--- src/rtl/led_shifter.sv ---
// ============================================================================
//  Module   : led_shifter
//  Purpose  : Serialises a c_channels x c_bpc frame buffer MSB-first into
//             daisy-chained LED driver boards, then pulses LATCH and o_done.
//  Options  : LED_SHIFTER_BLANK_EN adds o_blank around the latch window.
//  Revision : 1.0  initial release
// ============================================================================
`default_nettype none

module led_shifter #(
  parameter int c_ledboards    = 30,
  parameter int c_bpc          = 12,
  parameter int c_channels     = c_ledboards * 32,
  parameter int c_addr_w       = $clog2(c_channels),
  parameter int c_clkdiv       = 4,
  parameter int c_latch_cycles = 4
) (
  input  logic                i_clk,
  input  logic                i_rst,
  input  logic                i_start,
  input  logic [c_bpc-1:0]    i_data,
  output logic [c_addr_w-1:0] o_addr,
  output logic                o_sclk,
  output logic                o_sdata,
  output logic                o_latch,
  output logic                o_busy,
`ifdef LED_SHIFTER_BLANK_EN
  output logic                o_blank,
`endif
  output logic                o_done
);

  localparam int c_div_w = $clog2(c_clkdiv + 1);
  localparam int c_bit_w = $clog2(c_bpc + 1);
  localparam int c_lat_w = $clog2(c_latch_cycles + 1);

  localparam logic [c_div_w-1:0]  c_div_last  = c_div_w'(c_clkdiv - 1);
  localparam logic [c_bit_w-1:0]  c_bit_last  = c_bit_w'(c_bpc - 1);
  localparam logic [c_lat_w-1:0]  c_lat_last  = c_lat_w'(c_latch_cycles - 1);
  localparam logic [c_addr_w-1:0] c_addr_last = c_addr_w'(c_channels - 1);

  typedef enum logic [2:0] {
    S_IDLE  = 3'd0,
    S_FETCH = 3'd1,
    S_LOAD  = 3'd2,
    S_SHIFT = 3'd3,
    S_LATCH = 3'd4,
    S_TAIL  = 3'd5,
    S_DONE  = 3'd6
  } state_t;

  state_t              r_state, w_state;
  logic [c_addr_w-1:0] r_addr,  w_addr;
  logic [c_bpc-1:0]    r_sr,    w_sr;
  logic [c_div_w-1:0]  r_div,   w_div;
  logic [c_bit_w-1:0]  r_bit,   w_bit;
  logic [c_lat_w-1:0]  r_lcnt,  w_lcnt;
  logic                r_sclk,  w_sclk;
  logic                r_sdata, w_sdata;
  logic                r_latch, w_latch;
  logic                r_busy,  w_busy;
  logic                r_done,  w_done;
  logic                r_blank, w_blank;
  logic [c_bpc-1:0]    w_sr_shl;

  assign w_sr_shl = r_sr << 1;

  always_comb begin
    w_state = r_state;
    w_addr  = r_addr;
    w_sr    = r_sr;
    w_div   = r_div;
    w_bit   = r_bit;
    w_lcnt  = r_lcnt;
    w_sclk  = r_sclk;
    w_sdata = r_sdata;
    w_latch = r_latch;
    w_busy  = r_busy;
    w_done  = 1'b0;
    w_blank = r_blank;
    case (r_state)
      S_IDLE: begin
        if (i_start) begin
          w_addr  = c_addr_last;
          w_busy  = 1'b1;
          w_state = S_FETCH;
        end
      end
      S_FETCH: w_state = S_LOAD;
      S_LOAD: begin
        w_sr    = i_data;
        w_sdata = i_data[c_bpc-1];
        w_div   = '0;
        w_bit   = '0;
        w_state = S_SHIFT;
      end
      S_SHIFT: begin
        if (r_div == c_div_last) begin
          w_div = '0;
          if (!r_sclk) begin
            w_sclk = 1'b1;
          end else begin
            // Falling SCLK edge: present the next bit, or finish the word.
            w_sclk = 1'b0;
            if (r_bit == c_bit_last) begin
              w_bit = '0;
              if (r_addr == '0) begin
                w_state = S_LATCH;
                w_blank = 1'b1;
              end else begin
                w_addr  = r_addr - c_addr_w'(1);
                w_state = S_FETCH;
              end
            end else begin
              w_bit   = r_bit + c_bit_w'(1);
              w_sr    = w_sr_shl;
              w_sdata = w_sr_shl[c_bpc-1];
            end
          end
        end else begin
          w_div = r_div + c_div_w'(1);
        end
      end
      S_LATCH: begin
        if (!r_latch) begin
          if (r_div == c_div_last) begin
            w_div   = '0;
            w_latch = 1'b1;
          end else begin
            w_div = r_div + c_div_w'(1);
          end
        end else if (r_lcnt == c_lat_last) begin
          w_lcnt  = '0;
          w_latch = 1'b0;
`ifdef LED_SHIFTER_BLANK_EN
          w_state = S_TAIL;
`else
          w_state = S_DONE;
          w_done  = 1'b1;
          w_busy  = 1'b0;
          w_sdata = 1'b0;
`endif
        end else begin
          w_lcnt = r_lcnt + c_lat_w'(1);
        end
      end
`ifdef LED_SHIFTER_BLANK_EN
      S_TAIL: begin
        w_blank = 1'b0;
        w_state = S_DONE;
        w_done  = 1'b1;
        w_busy  = 1'b0;
        w_sdata = 1'b0;
      end
`endif
      S_DONE:  w_state = S_IDLE;
      default: w_state = S_IDLE;
    endcase
  end

  always_ff @(posedge i_clk) begin
    if (i_rst) begin
      r_state <= S_IDLE;
      r_addr  <= '0;
      r_sr    <= '0;
      r_div   <= '0;
      r_bit   <= '0;
      r_lcnt  <= '0;
      r_sclk  <= 1'b0;
      r_sdata <= 1'b0;
      r_latch <= 1'b0;
      r_busy  <= 1'b0;
      r_done  <= 1'b0;
      r_blank <= 1'b0;
    end else begin
      r_state <= w_state;
      r_addr  <= w_addr;
      r_sr    <= w_sr;
      r_div   <= w_div;
      r_bit   <= w_bit;
      r_lcnt  <= w_lcnt;
      r_sclk  <= w_sclk;
      r_sdata <= w_sdata;
      r_latch <= w_latch;
      r_busy  <= w_busy;
      r_done  <= w_done;
      r_blank <= w_blank;
    end
  end

  assign o_addr  = r_addr;
  assign o_sclk  = r_sclk;
  assign o_sdata = r_sdata;
  assign o_latch = r_latch;
  assign o_busy  = r_busy;
  assign o_done  = r_done;
`ifdef LED_SHIFTER_BLANK_EN
  assign o_blank = r_blank;
`else
  logic w_blank_unused;
  assign w_blank_unused = r_blank ^ w_blank;
`endif

endmodule

`default_nettype wire

--- config.mk ---
export PLATFORM = sky130hd
export DESIGN_NAME = led_shifter
export DESIGN_NICKNAME = d
export VERILOG_FILES = /design/src/rtl/led_shifter.sv
export SDC_FILE = /design/constraint.sdc
export NUM_CORES = 1
export LEC_CHECK = 0
export BUFFER_PORTS_ARGS = -buffer_cell sky130_fd_sc_hd__buf_4
export CORE_UTILIZATION = 40
export DETAILED_ROUTE_END_ITERATION = 10
export PLACE_DENSITY = 0.64
export REMOVE_ABC_BUFFERS = 1
export SLEW_MARGIN = 20
export SYNTH_ARGS = -nofsm -noshare
export SYNTH_HDL_FRONTEND = slang
export SYNTH_SLANG_ARGS = --single-unit
--- constraint.sdc ---
create_clock -name i_clk -period 4.2 [get_ports i_clk]
set_clock_uncertainty 0.1 [all_clocks]
set_input_delay 0.42 -clock i_clk [delete_from_list [all_inputs] [get_ports i_clk]]
set_output_delay 0.42 -clock i_clk [all_outputs]
set_load 0.01 [all_outputs]
==> flow_summary.ini <==
[clock_tree]
ctsHoldBuffers = 0
htreeDepth = 2
cts_tree = built
cts-root-buf = clkbuf_8
clock_sinks = 39
cts_setup_buffers = 0
clk_latency_ps = 290
clk_pin_slew_ps = 80
clock_path_buffers = 2
post_cts_resized = 0
numCtsBuffers = 5

[floorplanning]
core_area_um2 = 4720
die_w_um = 71.9
rows = 25
initial_core_util_pct = 41.4
die_y_um = 71.9
dieArea_um2 = 5180
ios = 30

[grt]
grt_start_max_net_pins = 41
grt_pass1_vias = 1600
grt_overflow_total = 0
track_usage_pct = 17.5
antenna_found_initial = 0
grt_pass1_wl_um = 7140

[synth]
synth_ff_type = dfxtp_1
netlist.area_leader.share_pct = 39.9
synthTopCellsByArea = dfxtp_1 40%, a21oi_1 7.2%, a311oi_1 7.2%, nand2_1 5.8%, nor2_1 2.9%
syn_area_um2 = 1960
synth_commonest_cells = 39 x dfxtp_1, 30 x nand2_1, 28 x a21oi_1
synth-warning-count = 0
yosys_register_bits = 39
yosysSeqAreaShare_pct = 39.9
post_synth.cell_area_avg_um2 = 8.22
yosysMostFrequentCell = dfxtp_1
synth_edf_count = 0
synth_cell_types = 44
async_flop_share_pct = 0
synth_largest_area_cell = dfxtp_1
synthCells = 238

[setup_path]
crit_buf_inv = 0
cp_num_cells = 4
r2r-end = o_addr[5]
endpoint = o_addr[5]
worstRegToRegCells = 4
crit_path_start_kind = flop
startpoint = r_state[0]
r2r_slack_ps = 1610
slowest_delay_ps = 830
path_class = reg -> reg
worst-path-max-fanout = 26
crit_family = simple AND/OR/NAND/NOR gates
r2r-start = r_state[0]
endpoint_kind = flop
worstPathRequired_ps = 4250
cp.arrival_ps = 2640
crit_chain = and3b_1, a31oi_1, nor3_1, a311oi_1
slowest_stage = and3b_1

[pwr]
p_leak_nw = 0.847
total_power_mw = 0.822
ir_worst_vdd_uv = 218
p_per_area_nw_per_um2 = 364

[sta]
rsz0062_at_grt = false
setup_slack_ps = 1610
setup-tns-final_ps = 0
setup_viol = 0
drv_slew = 0
fin_crit_sh_pct = 61.7
timing.fmax_mhz = 386
hold_violations = 0
relSlewSlack_pct = 38.7
worst_pin_slew_ps = 919
finalCriticalPeriod_ps = 2590

[final_layout]
post-route-util_pct = 47.8
antenna-diode-count = 0
drive_gt1_share_pct = 19.1
fillers = 481
finalNonFillerCells = 324
multiInputGateArea_um2 = 1060
regArea_um2 = 781
layout.nets = 275
syn_to_final_growth_pct = 15.3

[flow_run]
cap_violations = 0

[placement]
gp_congestion = 0.764
dp_hpwl_um = 2820
placed_cells = 316
io_buffers = 29
place_ws_ps = 1650

[route]
via_count = 1792
routedWlPerCell_um = 13.3
finalWirelength_um = 4320
drc = 0
first_pass_iters = 4
antenna_left = 0
viasPerCell = 5.53
drtIter0Drc = 134

[hold_path]
hold_class = in -> reg

[run_status]
status = complete, no violations
[logic make-up (layout without fill, tap and decap cells)]
logic type | count (synthesis) | count (layout) | share of synthesized area, %
compound gates | 70 | 70 | 23.1
xor+xnor | 1 | 1 | 0.448
fa+ha+maj | 4 | 4 | 2.56
buf+inv | 25 | 44 | 5.95
flops | 39 | 39 | 39.9
mux | 3 | 3 | 1.66
simple gates | 96 | 96 | 26.4
[report_power, final]
| group | leakage (nW) | total, mW | switching [mW] | internal [mW] |
|---|---|---|---|---|
| combinational | 0.485 | 0.153 | 0.0838 | 0.0696 |
| sequential | 0.319 | 0.420 | 0.0249 | 0.395 |
| clock | 0.0422 | 0.249 | 0.132 | 0.117 |
| total | 0.847 | 0.822 | 0.241 | 0.582 |
[state kept, by name, indices dropped and copies added (netlist names)]
register,flops
o_addr,10
o_busy,1
o_done,1
o_latch,1
o_sclk,1
o_sdata,1
r_bit,4
r_div,3
r_lcnt,3
r_sr,11
r_state,3
[cell type report]
type,instances,share of cell area [%]
Clock buffer,7,3.38
Clock inverter,1,0.222
Inverter,5,0.831
Multi-Input combinational cell,174,47.0
Sequential cell,39,34.6
Tap cell,67,3.71
Timing Repair Buffer,31,10.3
[per-stage QoR]
stage	area [um2]	hold slack [ps]
2_1_floorplan	1860	309
5_1_grt	2260	302
6_report	2260	302
3_5_place_dp	2180	327
3_3_place_gp	2180	320
4_1_cts	2260	298
[tightest hold or removal path, stage by stage]
cell and delay [ps]:
buf_4 100, nand2_1 50, a311oi_1 80
[per-layer routing]
| metal | global-route usage [%] | vias up | wire length (um) |
|---|---|---|---|
| li1 | - | 913 | - |
| met3 | 3.89 | 6 | 149 |
| met4 | 6.75 | 0 | 53 |
| met1 | 22.9 | 846 | 2210 |
| met2 | 28.3 | 27 | 1910 |
| met5 | 0 | - | 0 |
[how the worst min path moves through the flow]
stage               from   endpoint  slack [ps]  cells past startpoint
2_1_floorplan  r_lcnt[2]  r_lcnt[2]         310                      2
3_3_place_gp   r_lcnt[2]  r_lcnt[2]         320                      2
3_5_place_dp   r_lcnt[2]  r_lcnt[2]         330                      2
4_1_cts        i_data[3]    r_sr[3]         300                      3
5_1_grt        i_data[6]    r_sr[6]         300                      3
6_report       i_data[3]    r_sr[3]         300                      3
[cell usage in the layout, fill, tap and decap left out, drive strengths merged, types with 3 or more instances in the layout]
cell type / Yosys / routed
a311oi: 16 / 16
a21oi: 28 / 28
a31oi: 8 / 8
nor3: 10 / 10
buf: 11 / 31
a211oi: 3 / 3
nor2b: 6 / 6
nand3: 7 / 7
and3b: 3 / 3
ha: 4 / 4
dfxtp: 39 / 39
inv: 5 / 5
o21ai: 8 / 8
or3: 4 / 4
nor2: 15 / 15
nand3b: 3 / 3
clkbuf: 9 / 7
nand2: 30 / 30
No activity file was read; power rests on OpenSTA's default activity.
